$ cat src/rtl/ofmap_wb_pkg.sv
// Shared types, widths and the per-lane requantizer for the ofmap writeback stage.
package ofmap_wb_pkg;
    localparam int LANES = 8;
    localparam int IW    = 16;
    localparam int OW    = 2;
    localparam int SAT   = (1 << OW) - 1;

    typedef enum logic [1:0] {IDLE, RUN, DRAIN} state_t;

    // Negative lanes clamp to zero, so the shift only ever sees non-negative values.
    function automatic logic [OW-1:0] requant(input logic signed [IW-1:0] v,
                                              input logic [3:0] sh);
        logic [IW-1:0] r;
        r = IW'(v) >> sh;
        if (v[IW-1])
            return '0;
        else if (r > IW'(SAT))
            return OW'(SAT);
        else
            return r[OW-1:0];
    endfunction
endpackage

$ cat src/rtl/sync_fifo.sv
// Small power-of-two FIFO with synchronous clear; the caller guards push/pop against full/empty.
module sync_fifo #(
    parameter int W  = 16,
    parameter int D  = 4,
    parameter int PW = $clog2(D)
) (
    input  logic          ck,
    input  logic          rst,
    input  logic          clr,
    input  logic          push,
    input  logic          pop,
    input  logic [W-1:0]  din,
    output logic [W-1:0]  dout,
    output logic          full,
    output logic          empty,
    output logic [PW:0]   count
);
    logic [W-1:0]  mem [D];
    logic [PW-1:0] wr_ptr, rd_ptr;

    always_ff @(posedge ck) begin
        if (push)
            mem[wr_ptr] <= din;
    end

    always_ff @(posedge ck) begin
        if (rst || clr) begin
            wr_ptr <= '0;
            rd_ptr <= '0;
            count  <= '0;
        end else begin
            if (push) wr_ptr <= wr_ptr + 1'b1;
            if (pop)  rd_ptr <= rd_ptr + 1'b1;
            case ({push, pop})
                2'b10:   count <= count + 1'b1;
                2'b01:   count <= count - 1'b1;
                default: count <= count;
            endcase
        end
    end

    assign dout  = mem[rd_ptr];
    assign full  = (count == (PW+1)'(D));
    assign empty = (count == '0);
endmodule

$ cat src/rtl/ofmap_wb.sv
// Requantizes 8-lane post-scale results to 2-bit activations, packs them and writes
// them to ofmap memory over a req/ack port with an auto-incrementing address.
module ofmap_wb
    import ofmap_wb_pkg::*;
#(
    parameter int DEPTH = 4,
    parameter int AW    = 10
) (
    input  logic                ck,
    input  logic                rst,
    input  logic                i_start,
    input  logic [AW-1:0]       i_base_addr,
    input  logic [3:0]          i_shift,
    input  logic                i_flush,
    input  logic                i_valid,
    input  logic [LANES*IW-1:0] i_data,
    output logic                o_mem_req,
    output logic [AW-1:0]       o_mem_addr,
    output logic [LANES*OW-1:0] o_mem_wdata,
    input  logic                i_mem_ack,
    output logic                o_busy,
    output logic                o_done,
    output logic                o_overflow
);
    localparam int PW = $clog2(DEPTH);

    state_t              state, state_n;
    logic [AW-1:0]       addr;
    logic [3:0]          shift;
    logic                pipe_vld;
    logic [LANES*OW-1:0] pipe_data, packed_w, head;
    logic                overflow, done;
    logic                full, empty, accept, push, pop, drop, drain_ok;
    logic [PW:0]         count;

    for (genvar g = 0; g < LANES; g++) begin : g_lane
        assign packed_w[(LANES-1-g)*OW +: OW] =
            requant($signed(i_data[(LANES-1-g)*IW +: IW]), shift);
    end

    assign accept = (state == RUN) && i_valid && !i_start;
    assign pop    = o_mem_req && i_mem_ack;
    // A full FIFO still takes the word when the head leaves in the same cycle.
    assign push   = pipe_vld && (!full || pop);
    assign drop   = pipe_vld && full && !pop;
    assign drain_ok = !pipe_vld && (empty || (count == (PW+1)'(1) && pop));

    sync_fifo #(.W(LANES*OW), .D(DEPTH)) u_fifo (
        .ck    (ck),
        .rst   (rst),
        .clr   (i_start),
        .push  (push),
        .pop   (pop),
        .din   (pipe_data),
        .dout  (head),
        .full  (full),
        .empty (empty),
        .count (count)
    );

    always_comb begin
        state_n = state;
        case (state)
            RUN:     if (i_flush)  state_n = DRAIN;
            DRAIN:   if (drain_ok) state_n = IDLE;
            default: state_n = state;
        endcase
        if (i_start)
            state_n = RUN;
    end

    always_ff @(posedge ck) begin
        if (rst) begin
            state     <= IDLE;
            addr      <= '0;
            shift     <= '0;
            pipe_vld  <= 1'b0;
            pipe_data <= '0;
            overflow  <= 1'b0;
            done      <= 1'b0;
        end else begin
            state <= state_n;
            done  <= (state == DRAIN) && (state_n == IDLE);
            if (i_start) begin
                addr     <= i_base_addr;
                shift    <= i_shift;
                pipe_vld <= 1'b0;
                overflow <= 1'b0;
            end else begin
                pipe_vld <= accept;
                if (accept) pipe_data <= packed_w;
                if (pop)    addr      <= addr + 1'b1;
                if (drop)   overflow  <= 1'b1;
            end
        end
    end

    assign o_mem_req   = !empty && (state != IDLE);
    assign o_mem_addr  = addr;
    assign o_mem_wdata = o_mem_req ? head : '0;
    assign o_busy      = (state != IDLE);
    assign o_done      = done;
    assign o_overflow  = overflow;
endmodule
$ cat config.mk
export PLATFORM = sky130hd
export DESIGN_NAME = ofmap_wb
export DESIGN_NICKNAME = d
export VERILOG_FILES = /design/src/rtl/ofmap_wb_pkg.sv /design/src/rtl/sync_fifo.sv /design/src/rtl/ofmap_wb.sv
export SDC_FILE = /design/constraint.sdc
export NUM_CORES = 1
export LEC_CHECK = 0
export CORE_ASPECT_RATIO = 1.2
export CORE_MARGIN = 2
export CORE_UTILIZATION = 40
export DETAILED_ROUTE_END_ITERATION = 12
export DONT_BUFFER_PORTS = 1
export PLACE_DENSITY_LB_ADDON = 0.05
export RECOVER_POWER = 50
export SKIP_CTS_REPAIR_TIMING = 1
export SLEW_MARGIN = 20
export SYNTH_ARGS = -nofsm -noshare
export SYNTH_HDL_FRONTEND = slang
export SYNTH_HIERARCHICAL = 1
export SYNTH_SLANG_ARGS = --single-unit
$ cat constraint.sdc
create_clock -name ck -period 4.22 [get_ports ck]
set_input_delay 0.422 -clock ck [delete_from_list [all_inputs] [get_ports ck]]
set_output_delay 0.422 -clock ck [all_outputs]
set_load 0.1 [all_outputs]
After elaboration in Yosys (flattened, before gate mapping). Memory sizes are Yosys's and may differ from the RTL's. A register that Yosys moved wholly into a read port is not among the register bits. Index checks and enable logic that the tools add are counted. Widths: inputs -> output; s select.

$add $sub $neg: 5. $mul: 0. Div/mod/pow operators: 0. Order comparisons: 8. Eq/ne operators: 6. Shift operators: 8. Mux-type cells: 28. Bitwise gates (word level): 1. Reduce and logical (&&, ||, !) cells: 25.

Operator list (number): $gt 16x2->1 const B (8); $shr 16x4->16 (8); $mux 2 (21); $mux 10 (2); $mux 16 (1); $add 10x1->10 const B (1); $logic_and 1x1->1 (10); $pmux 3 s2 (1); $reduce_bool 2->1 (3); $logic_not 1->1 (5); $add 2x1->2 const B (2); $eq 2x1->1 const B (2); $eq 2x2->1 const B (2); $pmux 2 s2 (1); $add 3x1->3 const B (1); $eq 3x1->1 const B (1); $eq 3x3->1 const B (1); $logic_not 3->1 (1); $logic_or 1x1->1 (3); $sub 3x1->3 const B (1); $logic_not 2->1 (1); $mux 1 (2); $reduce_and 2->1 (1); $reduce_or 2->1 (1); $not 1->1 (1).

Bits in registers: 42. Bits in latches: 0. Memory bits (writable): 64. Bits in read-only memories: 0. Bits of input ports: 148. Output and inout port bits: 30. Word-level logic and storage cells: 92. Memories: 1.

Memory list: u_fifo.mem (depth 4, bits a word 16, read ports 1, clocked after memory_dff 1, write ports 1, line sync_fifo.sv:18) `logic [W-1:0] mem [D];`.

Longest topological paths before layout. Gate-level depths: netlist (run 1).

Word-level depth: 12. Gate-level depth with buffers: 12. Gate-level depth less buffers: 12.

By module. Netlist (run 1), hierarchy kept.

By module, submodules not included: ofmap_wb (instances 1, cells each 591, area an instance 5098.6 um2); sync_fifo (instances 1, cells each 132, area an instance 2786.4 um2).

Worst setup path after synthesis (run 1). Ideal clock, no wire load.

Path kind: register to output. Start point: register state[0]. End point: output o_mem_wdata[10]. Arrival: 2740 ps. Data required time: 3798 ps. Slack: 1058 ps. Cell stages (with the launch flop): 6. Path buffers: 1. Path through: dfxtp_1 > inv_1 > ha_1 > nor2_1 > clkbuf_1 > and2_1.

Cells in the longest elaborated chain, start to end: 3.

RTL lines: start: declaration (line ofmap_wb.sv:27) `state_t state, state_n;`; start signal: assignment (line ofmap_wb.sv:82) `state <= state_n;`; $reduce_bool 2->1 (line ofmap_wb.sv:98) `assign o_mem_req = !empty && (state != IDLE);`; $logic_and 1x1->1 (line ofmap_wb.sv:98); via o_mem_req (line ofmap_wb.sv:17) `output logic o_mem_req,`; $mux 16 (line ofmap_wb.sv:100) `assign o_mem_wdata = o_mem_req ? head : '0;`; end: declaration (line ofmap_wb.sv:19) `output logic [LANES*OW-1:0] o_mem_wdata,`.

The timed path passes the listed nets, and every way through them passes these cells.

Worst setup path in the final report (run 1).
Start point: register shift[3]. End point: register pipe_data[0].

Cells in the longest elaborated chain, start to end: 4.

RTL lines: start: declaration (line ofmap_wb.sv:29) `logic [3:0] shift;`; start signal: assignment (line ofmap_wb.sv:86) `shift <= i_shift;`; $shr 16x4->16 (*) (line ofmap_wb_pkg.sv:14) `r = IW'(v) >> sh;`; $gt 16x2->1 (line ofmap_wb_pkg.sv:17) `else if (r > IW'(SAT))`; $mux 2 (*) (line ofmap_wb_pkg.sv:17); $mux 2 (*) (line ofmap_wb_pkg.sv:15) `if (v[IW-1])`; end signal: assignment (line ofmap_wb.sv:91) `if (accept) pipe_data <= packed_w;`; end: declaration (line ofmap_wb.sv:31) `logic [LANES*OW-1:0] pipe_data, packed_w, head;`.

Every way passes the cells marked *; elsewhere a longest branch is shown, timed or not. A chain may end at the register's enable or synchronous reset.

==> results of run 1 <==
## stage by stage
step                      std cells  power, mW  setup slack, ns  hold WS [ns]  util [%]
after floorplan                 723       1.57             1.06         0.460         -
after global placement          946       1.63             1.47         0.479      41.4
after detailed placement        946       1.63             1.40         0.490      41.4
after CTS                       962       2.51             1.36         0.118      43.0
after global routing            963       2.60            0.755         0.119      42.9
final                           963       2.48             1.10         0.136      42.9
## worst reg2reg max path: cells and delay by family (launching register included)
| family | cells | cell delay, ns |
|---|---|---|
| AOI/OAI and AO/OA | 2 | 0.48 |
| buffers and inverters | 3 | 1.43 |
| DFF | 1 | 0.31 |
| and+or+nand+nor | 3 | 0.80 |
## layout make-up
class                      instances  area [µm²]
antenna                            1        2.50
sequential                       108        2810
timing repair buffer              16         108
fill                            1869       11100
clock inverter                     7        85.1
inverter                          29         109
multi-input combinational        532        4650
tap                              261         327
clock buffer                       9         225
## cell families (layout without fill, tap and decap cells)
group,count (synthesis),in the layout
adders and majority gates,10,10
xor gates and xnor gates,14,14
muxes,133,133
buffers and inverters,83,61
and+or+nand+nor,202,202
AOI/OAI and AO/OA,173,173
other,0,1
DFF,108,108
## metal layers
metal,part of all wire (%),global-route usage [%]
met1,41,25.3
met2,47,33.4
met3,9.4,7.08
met4,2.6,7.89
met5,0,0
## state kept, by name, indices dropped and copies added (netlist names), named ones only
name / cells
u_fifo/mem: 64
pipe_data: 16
o_mem_addr: 10
shift: 4
u_fifo/count: 3
state: 2
u_fifo/rd_ptr: 2
u_fifo/wr_ptr: 2
o_done: 1
o_overflow: 1
pipe_vld: 1
## worst paths after layout
kind                                      to  startpoint  cells past startpoint  slack [ns]
worst max-delay path            pipe_data[0]    shift[3]                      8        1.10
worst min-delay path                shift[1]         rst                      1        0.14
worst max register to register  pipe_data[0]    shift[3]                      8        1.10
worst min register to register      state[0]    state[0]                      2        0.51
## layout by cell type, fill, tap and decap left out, types with 6 or more instances in the layout
| master | count |
|---|---|
| nor2b_1 | 9 |
| ha_1 | 9 |
| xor2_1 | 8 |
| mux4_1 | 8 |
| mux4_2 | 55 |
| mux2_2 | 15 |
| nor3_1 | 9 |
| mux2i_1 | 54 |
| clkbuf_1 | 6 |
| inv_1 | 27 |
| a32oi_1 | 9 |
| nand3_1 | 12 |
| nand2b_1 | 6 |
| a21o_1 | 6 |
| xnor2_1 | 6 |
| o211ai_1 | 6 |
| clkbuf_16 | 9 |
| buf_4 | 8 |
| a32o_1 | 7 |
| o31ai_1 | 6 |
| and2_1 | 29 |
| dfxtp_1 | 42 |
| a21oi_1 | 45 |
| nand2_1 | 45 |
| edfxtp_1 | 64 |
| a211oi_1 | 15 |
| nor2_1 | 63 |
| o21ai_0 | 27 |
## power by group through the flow
stage / Clock [mW] / Sequential (mW) / Combinational [mW]
after detailed placement: 0 / 1.21 / 0.425
after global routing: 0.943 / 1.19 / 0.467
after CTS: 0.903 / 1.19 / 0.427
after global placement: 0 / 1.21 / 0.422
after floorplan: 0 / 1.20 / 0.367
final: 0.876 / 1.18 / 0.424
==> results.md, run 1 <==
- CP required: 4.47 ns
- Violated checks: max-capacitance violations
- Largest net degree at the start of global routing: 75
- Setup crit end kind: flip-flop
- Mapped Nets: 881
- Top_reg_cell synth: edfxtp_1
- Largest delay share family, worst path: buffers and inverters
- Die Wd: 132 µm
- Total GRT Usage: 20.5%
- Startpoint types: flip-flop
- CP max stage cell: clkbuf_1
- Pins over their slew limit: 0
- Core area: 0.0194 mm²
- WL/cell: 21.9 µm
- CTS sink cnt: 108
- HPWL Detailed: 15,500 µm
- First-pass DRT Iterations: 4
- Leading area contributor after synthesis: edfxtp_1
- Fin. Hold Viols: 0
- Async S/R FF share, synth: 0%
- DR vias/cell: 6.06
- Share of cells above drive strength 1: 15.5%
- Tcrit/Tclk final: 74.0%
- Post-Syn Area per Cell: 10.9 µm²
- Post-Synth Adder-Cell Area: 1.68%
- Final Wtd Congestion: 0.873
- Slew @ Worst Pin: 1.50 ns
- ANT nets after route: 0
- Sequential fraction of design power: 47.7%
- Psw: 0.679 mW
- Final std cell area, no fill: 0.00832 mm²
- Min Tclk post-route: 3.12 ns
- Xor/xnor share of the synthesized area: 1.56%
- Clock Tree Buf Depth: 2
- First-pass GRT wire length: 33,500 µm
- Total number of vias: 5,840
- Net Sw Frac: 27.3%
- Vias in the first global route: 6,075
- CTS Buf Count: 9
- Fmax: 0.320 GHz
- Synth Area in Compound Gates: 15.5%
- Setup_tns: 0 ns
- Fin nets: 854
- Power Density: 299 mW/mm²
- Clock-pin slew on the worst setup and hold paths: 0.08 ns
- Distinct cells, synth: 71
- Largest stage delay, worst path: 1.05 ns
- Total detailed-routing wirelength: 21,100 µm
- Port Buffers: 0
- Max-Cap Viols: 1
- Yosys top cell area share: 24.4%
- CP max FO: 27
- Initial antenna violation count: 2
- Num rows: 56
- Total of warnings raised by yosys: 6
- CP arrival: 3.38 ns
- Die area: 0.0209 mm²
- Leak Pwr: 2.60 nW
- Cell-internal power: 1.81 mW
- Height of the chip: 158 µm
- Top post-synthesis cells by area: edfxtp_1 24%, mux4_2 16%, dfxtp_1 11%, mux2i_1 6.9%, nor2_1 3.0%
- Setup CP Type: flip-flop to flip-flop
- Gr ovfl total: 0
- Critical path, cell by cell: clkbuf_1 > inv_1 > buf_4 > nor2_1 > a32o_1 > nor2_1 > nor4bb_1 > o31ai_1
- Critical Path Most Common Cell: nor2_1
- CP bufs+invs: 3
- Register area share after synthesis: 35.5%
- Status: complete, but fails checks
- Post-synth top cells: 64 x edfxtp_1, 64 x nor2_1, 55 x mux4_2
- TritonCTS clock tree: done
- Combinational share of power: 17.1%
- Post-synth EDFFs: 64
- Final setup viols: 0
- CTS Root Cell: clkbuf_16
- Mux share of post-synthesis cell area: 27.5%
- Largest family of logic cells by synthesized area: multiplexers
- Seq cells post-synth: 108
- Mapped Cells: 723
- Max VDD drop: 0.166 mV
- Skew final: 0.0107 ns
- Area after DPL: 0.00803 mm²
- Worst hold path class: primary input to flip-flop
- CTS H-Tree Depth: 3
- RSZ-0062 raised after global routing: false
- Skew-Pair Late Insertion Delay: 0.35 ns
- Initial Utilization: 40.6%
- Initial DRC Count: 495
- Clk pwr share: 35.3%
- Ports: 178
- Final routed DRC violation total: 0
- Synth Cell Area: 0.00789 mm²
- Max-slew headroom: 0.0293%
- Area growth, synth to finish: 5.47%
- Post-synthesis simple-gate area fraction: 12.6%
Note: power is estimated with default switching activity, not from simulation.
==> run 2: changes to the inputs <==
- clock period: 4.22 -> 3.25 ns (I/O delays scaled with it)
==> run 2 against run 1 <==
- hold slack worse by 0.094 ns
- highest routed layer unchanged
- the run now ends clean
- worst setup slack worse by 0.64 ns
- largest power group unchanged
- fmax up 12%
==> results.md, run 2 (synthesis results as in run 1) <==
- Num rows: 56 (unchanged)
- Final routed DRC violation total: 0 (unchanged)
- Slew @ Worst Pin: 1.38 ns (-0.118 ns)
- Ports: 178 (unchanged)
- ANT nets after route: 0 (unchanged)
- Final Wtd Congestion: 0.860 (-1.5%)
- Largest stage delay, worst path: 0.88 ns (-0.17 ns)
- Initial Utilization: 40.6% (unchanged)
- Startpoint types: flip-flop
- Status: complete, no violations
- Clock-pin slew on the worst setup and hold paths: 0.07 ns (about the same)
- Setup CP Type: flip-flop to flip-flop
- CTS sink cnt: 108 (unchanged)
- Total detailed-routing wirelength: 21,000 µm (-0.52%)
- Initial DRC Count: 458 (-7.5%)
- Worst Hold Margin: 0.0423 ns (-0.0939 ns)
- Port Buffers: 0 (unchanged)
- Critical path, cell by cell: inv_1 > ha_1 > inv_1 > clkbuf_1 > a41oi_1 > o21ai_0 > a21oi_1 > o21ai_0 > and4_1
- Fin. Hold Viols: 0 (unchanged)
- Top reg by flops: u_fifo/mem
- Gr ovfl total: 0 (unchanged)
- Min-Delay Endpoint: shift[1]
- Die Wd: 132 µm (unchanged)
- CP arrival: 3.09 ns (-0.29 ns)
- Fmax: 0.358 GHz (+12%)
- Max reg flops: 64 (unchanged)
- Placed Instances: 980 (+3.6%)
- CTS Root Cell: clkbuf_16
- Reg2Reg Capture Point: o_done
- Pins over their slew limit: 0 (unchanged)
- DR vias/cell: 5.96 (-1.6%)
- RSZ-0062 raised after global routing: false
- Reg2Reg Depth: 9 (+1)
- Final Util: 43.9% (+1.1 points)
- Final setup viols: 0 (unchanged)
- Height of the chip: 158 µm (unchanged)
- Tcrit/Tclk final: 86.1% (+12 points)
- Total number of vias: 5,947 (+1.8%)
- Max-Cap Viols: 0 (-1)
- Worst hold path class: primary input to flip-flop
- Tot Pwr: 3.13 mW (+26%)
- Commonest non-fill, non-tap cell in the layout: edfxtp_1
- TritonCTS clock tree: done
- Max VDD drop: 0.213 mV (+28%)
- Worst r2r src: state[0]
- Area after DPL: 0.00831 mm² (+3.5%)
- WL/cell: 21.0 µm (-3.9%)
- Pre-CTS WS: 0.729 ns (-0.666 ns)
- CP max FO: 3 (-89%)
- Initial antenna violation count: 1 (-1)
- Core area: 0.0194 mm² (unchanged)
- Setup crit end kind: flip-flop
- HPWL Detailed: 15,600 µm (+0.62%)
- CTS H-Tree Depth: 3 (unchanged)
- Leak Pwr: 2.74 nW (+5.2%)
- FF-to-FF setup slack: 0.45 ns (-0.64 ns)
- Hold path cells: 1 (unchanged)
- Vias in the first global route: 6,063 (-0.20%)
- Share of cells above drive strength 1: 18.1% (+2.5 points)
- Largest net degree at the start of global routing: 47 (-37%)
- First-pass GRT wire length: 32,800 µm (-2.0%)
- Clock Tree Buf Depth: 2 (unchanged)
- Power Density: 367 mW/mm² (+23%)
- CP max stage cell: clkbuf_1
- Skew final: 0.00538 ns (-0.00535 ns)
- CTS Buf Count: 9 (unchanged)
- Total GRT Usage: 20.1% (-0.44 points)
- Setup_tns: 0 ns (unchanged)
- Most frequent cells in the layout: 64 x edfxtp_1, 63 x nor2_1, 55 x mux4_2
- Hold path startpoint: rst
- Max-slew headroom: 7.89% (+7.9 points)
- Fin nets: 888 (+4.0%)
- First-pass DRT Iterations: 5 (+1)
- CP required: 3.54 ns (-0.93 ns)
- Area growth, synth to finish: 8.12%
- Slack of the critical path: 0.453 ns (-0.643 ns)
- Final std cell area, no fill: 0.00853 mm² (+2.5%)
- Skew-Pair Late Insertion Delay: 0.34 ns (about the same)
- Min Tclk post-route: 2.80 ns (-0.327 ns)
- Die area: 0.0209 mm² (unchanged)
- Non-filler instance count after layout: 997 (+3.5%)
[run 2: cell types whose count changed in the layout (fill, tap and decap cells not counted), sizes merged]
cell    change
clkinv      +1
bufinv      -1
buf        +24
clkbuf     +10
[run 2: worst max-delay path: cells and delay by family (launching register included)]
family          cells  cell delay (ns)
compound gates      4             0.88
fa+ha+maj           1             0.26
buf+inv             3             1.02
flops               1             0.36
simple gates        1             0.21
[run 2: worst max-delay path by stage]
stage | startpoint | end | slack [ns] | cells past startpoint
after global placement | u_fifo/count[2] | u_fifo/count[2] | 0.76 | 12
after global routing | shift[2] | pipe_data[5] | 0.22 | 7
after floorplan | state[0] | o_mem_wdata[10] | 0.19 | 5
after CTS | u_fifo/count[2] | u_fifo/count[2] | 0.71 | 12
after detailed placement | u_fifo/count[2] | u_fifo/count[2] | 0.73 | 12
final | state[0] | o_done | 0.45 | 9
[run 2: layer usage]
| metal | vias to the layer above | GRT usage [%] | routed length (µm) |
|---|---|---|---|
| li1 | 2817 | - | - |
| met1 | 2907 | 23.5 | 8400 |
| met2 | 202 | 34.2 | 10100 |
| met3 | 21 | 7.68 | 2010 |
| met4 | 0 | 6.40 | 429 |
| met5 | - | 0 | 0 |
[run 2: area by class of cell]
class	instances	area, µm²
Timing Repair Buffer	50	350
Clock inverter	7	51.3
Sequential cell	108	2810
Multi-Input combinational cell	532	4650
Tap cell	261	327
Clock buffer	9	225
Antenna cell	1	2.50
Fill cell	1878	10900
Inverter	29	109
[run 2: report_power, final]
part	total, mW	leakage, nW	internal, mW	switching (mW)
clock network	1.03	0.132	0.524	0.506
registers	1.51	0.864	1.46	0.0424
logic	0.590	1.74	0.277	0.312
==> RTL edit 1, RTL diff (settings of run 2) <==
Set the package constant `LANES` to 7 (it was 8).
--- a/src/rtl/ofmap_wb_pkg.sv
+++ b/src/rtl/ofmap_wb_pkg.sv
@@ -1,6 +1,6 @@
 // Shared types, widths and the per-lane requantizer for the ofmap writeback stage.
 package ofmap_wb_pkg;
-    localparam int LANES = 8;
+    localparam int LANES = 7;
     localparam int IW    = 16;
     localparam int OW    = 2;
     localparam int SAT   = (1 << OW) - 1;
Ports: changed (resized i_data and o_mem_wdata); port bits go from 178 to 160. No check against the original RTL was run, so the function may have changed too.
==> RTL edit 1 against run 2 <==
Power down 8.4%; non-clock buffer count down 10; count of clock-buffer cells in the layout up 1; design area down 11%; worst setup slack better by 120 ps; sequential cell count down 10; via count down 10%; sequential share of layout area up 0.39 points; critical endpoint is now pipe_data[2]$_SDFFE_PP0P_; area after synthesis down 11%; routed wire length down 17%.
==> RTL edit 1: results (changes against run 2) <==
| Metric | Value |
|---|---|
| First-pass GRT wire length | 27.8 mm (-15%) |
| Routed wl met3 | 1.37 mm (-32%) |
| Slowest cell on crit path | dfxtp_4 |
| GRT Overall Usage | 0.184 (-0.0165) |
| Layout cells sized above 1 | 0.187 (+0.00588) |
| Status | complete, no violations |
| Met2 WL | 8.22 mm (-19%) |
| M1 WL | 7.71 mm (-8.3%) |
| Critical path fanouts, max | 40 (+37) |
| Post-synth cell types | 56 (-21%) |
| R2r setup slk | 570 ps (+120 ps) |
| Final worst path period need | 2680 ps (-119 ps) |
| CP arrival | 2900 ps (-190 ps) |
| Clock skew | 8.96 ps (+3.58 ps) |
| EDFF count, synth | 56 (-13%) |
| Initial antenna violation count | 0 (-1) |
| Mux cell area share after synthesis | 0.276 (+0.00103) |
| Reg-to-reg startpoint | shift[1]$_SDFFE_PP0P_ |
| Compound-Gate Fraction of Synth Area | 0.152 (-0.00307) |
| DR WL/cell | 20.1 um (-4.4%) |
| Commonest cells post-synth | nand2_1 (58), edfxtp_1 (56), mux2i_1 (50), a21oi_1 (45), mux4_2 (45) |
| Area post-placement | 7360 um^2 (-11%) |
| Worst VDD drop | 0.210 mV (-1.4%) |
| Leakage | 2.46 nW (-9.9%) |
| M2 GR Usage | 0.300 (-0.0420) |
| CP delay by family, top | compound AO/OA/AOI/OAI gates |
| Crit Reg-Reg Endpoint | pipe_data[2]$_SDFFE_PP0P_ |
| Grt met1 use | 0.251 (+0.0160) |
| # diodes | 0 (-1) |
| Number of flip-flops in the largest register | 56 (-13%) |
| Sequential share of the synthesized area | 0.361 (+0.00539) |
| Layout Cells excl Fill | 869 (-13%) |
[RTL edit 1: changes by cell type after synthesis, sizes merged, moves of 7 or more]
cell,delta
nor2,-24
mux4,-14
a221o,+13
nand2,+13
buf,-11
mux2,+11
a32oi,-9
inv,-9
nand3,-9
edfxtp,-8
nand3b,+7
[RTL edit 1: where the power goes]
group	internal, mW	total (mW)	switching (mW)
registers	1.33	1.37	0.0373
logic	0.245	0.534	0.289
clock network	0.519	0.963	0.444
[RTL edit 1: how the worst min path moves through the flow]
stage                                             end                        from  cells after the start
final                           shift[0]$_SDFFE_PP0P_                         rst                      1
after global routing            shift[0]$_SDFFE_PP0P_                         rst                      1
after CTS                  o_mem_addr[5]$_SDFFE_PP0P_                         rst                      1
after detailed placement   o_mem_addr[5]$_SDFFE_PP0P_                         rst                      1
after global placement     o_mem_addr[5]$_SDFFE_PP0P_                         rst                      1
after floorplan           u_fifo/mem[0][10]$_DFFE_PP_  pipe_data[10]$_SDFFE_PP0P_                      0
[RTL edit 1: cell type report]
| cell class | instances | area (um^2) |
|---|---|---|
| inverters | 20 | 75.1 |
| well taps | 216 | 270 |
| repair buffers | 40 | 307 |
| fillers | 1616 | 9400 |
| clock buffers | 10 | 229 |
| flip-flops and latches | 98 | 2530 |
| clock inverters | 6 | 43.8 |
| multi-input cells | 479 | 4130 |
[RTL edit 1: cells by family (layout without fill, tap and decap cells)]
family                   after synthesis  count (layout)
XOR/XNOR                              14              14
multiplexers                         126             126
buffers and inverters                 68              76
flip-flops                            98              98
AND/OR/NAND/NOR                      175             175
AO/OA/AOI/OAI                        154             154
adder cells (fa/ha/maj)               10              10
==> RTL edit 2, RTL diff (config.mk and constraints of run 2) <==
Made on the original files. Encoding of `state_t`: now one-hot (3 bits for 3 states).
--- a/src/rtl/ofmap_wb_pkg.sv
+++ b/src/rtl/ofmap_wb_pkg.sv
@@ -5,7 +5,7 @@
     localparam int OW    = 2;
     localparam int SAT   = (1 << OW) - 1;
 
-    typedef enum logic [1:0] {IDLE, RUN, DRAIN} state_t;
+    typedef enum logic [2:0] {IDLE = 3'b001, RUN = 3'b010, DRAIN = 3'b100} state_t;
 
     // Negative lanes clamp to zero, so the shift only ever sees non-negative values.
     function automatic logic [OW-1:0] requant(input logic signed [IW-1:0] v,
Behaviour: same outputs for any inputs over 4 cycles, from zero or initial values and one cycle with rst high; so few cycles prove little.
==> RTL edit 2 against run 2 <==
Die area shrank 0.25%; highest routed layer unchanged; sequential cell count grew 1; combinational power shrank 4.9%; sequential share of layout area grew 0.54 points; routed wire length shrank 2.7%; area after synthesis shrank 0.25%; design area shrank 0.91%; count of clock-buffer cells in the layout grew 3; worst setup slack gained 65 ps; the flow now finishes with violations (max-capacitance violations, max-slew violations); cell count grew 0.30%; clock power is essentially flat; largest power group unchanged; power shrank 0.49%.
==> RTL edit 2: results (changes against run 2) <==
| Metric | Value |
|---|---|
| Top post-synthesis cells by area | edfxtp_1 (24%), mux4_2 (12%), dfxtp_1 (11%) |
| Hold Path Sink | o_mem_addr[1]$_SDFFE_PP0P_ |
| Compound-Gate Fraction of Synth Area | 0.133 (-0.0225) |
| Worst VDD drop | 0.216 mV (+1.6%) |
| Post-Route WL | 20.4 mm (-2.7%) |
| Worst R2R Path Depth | 6 (-3) |
| Critical path fanouts, max | 17 (+14) |
| Largest net degree at the start of global routing | 61 (+30%) |
| Final net count | 889 (+0.11%) |
| Status | finished, violations left |
| Final Max Tran Viols | 36 (+36) |
| Commonest cells post-synth | mux2i_1 (84), edfxtp_1 (64), nor2_1 (63), nand2_1 (61), dfxtp_1 (45) |
| 1st-iter DRT viols | 281 (-39%) |
| Initial antenna violation count | 0 (-1) |
| R2r setup slk | 590 ps (+140 ps) |
| Post-DP HPWL | 15.0 mm (-3.5%) |
| Synth Area in XOR/XNOR | 0.0156 (+0.0000396) |
| Critical Path Start | state[0]$_SDFF_PP1_ |
| Crit Reg-Reg Endpoint | pipe_data[4]$_SDFFE_PP0P_ |
| Crit path to | o_mem_wdata[7] |
| Post-synthesis adder-cell area fraction | 0.0121 (-0.00473) |
| # diodes | 0 (-1) |
| Layout cells sized above 1 | 0.160 (-0.0213) |
| Clock skew | 9.96 ps (+4.58 ps) |
| Max-cap violations | 1 (+1) |
| GRT Overall Usage | 0.194 (-0.00625) |
| Sequential share of the synthesized area | 0.359 (+0.00345) |
| Drt pass-1 iters | 4 (-1) |
| Fraction of power spent switching nets | 0.266 (-0.00908) |
| Failing checks | max-capacitance violations, max-slew violations |
| CP arrival | 2410 ps (-680 ps) |
| First-pass GRT wire length | 31.8 mm (-3.1%) |
| Leakage | 2.70 nW (-1.1%) |
| Syn Nets | 883 (+0.23%) |
| Placed Cells | 984 (+0.41%) |
| Reg-to-reg startpoint | shift[0]$_SDFFE_PP0P_ |
==> RTL edit 2: cell families after synthesis <==
family / count (synthesis)
AO/OA/AOI/OAI: 145
XOR/XNOR: 14
adder cells (fa/ha/maj): 7
buffers and inverters: 78
flip-flops: 109
multiplexers: 152
AND/OR/NAND/NOR: 223
==> RTL edit 2: critical path, stage by stage, from the launching register on <==
cell and delay, ps:
dfxtp_1 400, nor3b_1 450, nor2_4 50, clkbuf_2 520, and2_1 400, buf_4 240
==> RTL edit 2: area by class of cell <==
type	instances	area, um^2	area share
Multi-Input combinational cell	541	4580	0.542
Tap cell	261	327	0.0387
Sequential cell	109	2830	0.335
Inverter	24	90.1	0.0107
Clock buffer	12	256	0.0304
Timing Repair Buffer	49	342	0.0404
Clock inverter	4	22.5	0.00267
==> RTL edit 2: layer usage <==
metal	up-vias	track usage	routed length, um
met4	0	0.0575	297
met5	-	0	0
met3	18	0.0596	1500
met2	172	0.336	10000
met1	2851	0.234	8580
li1	2813	-	-
==> RTL edit 2: through the flow <==
step                      hold slack (ps)  area [um^2]  utilization  setup slack, ps  power, mW
final                                39.3         8450        0.435              518       3.11
after CTS                            20.0         8500        0.438              578       3.16
after floorplan                       428         7870            -              414       2.03
after detailed placement              394         8220        0.424              607       2.12
after global placement                395         8220        0.424              661       2.11
after global routing                 21.4         8450        0.435              295       3.25
==> RTL edit 2: power groups by stage <==
| stage | logic, mW | clock network (mW) | registers (mW) |
|---|---|---|---|
| 2_1_floorplan | 0.460 | 0 | 1.57 |
| 3_3_place_gp | 0.561 | 0 | 1.55 |
| 3_5_place_dp | 0.568 | 0 | 1.55 |
| 4_1_cts | 0.570 | 1.07 | 1.52 |
| 5_1_grt | 0.612 | 1.11 | 1.52 |
| 6_report | 0.561 | 1.03 | 1.52 |
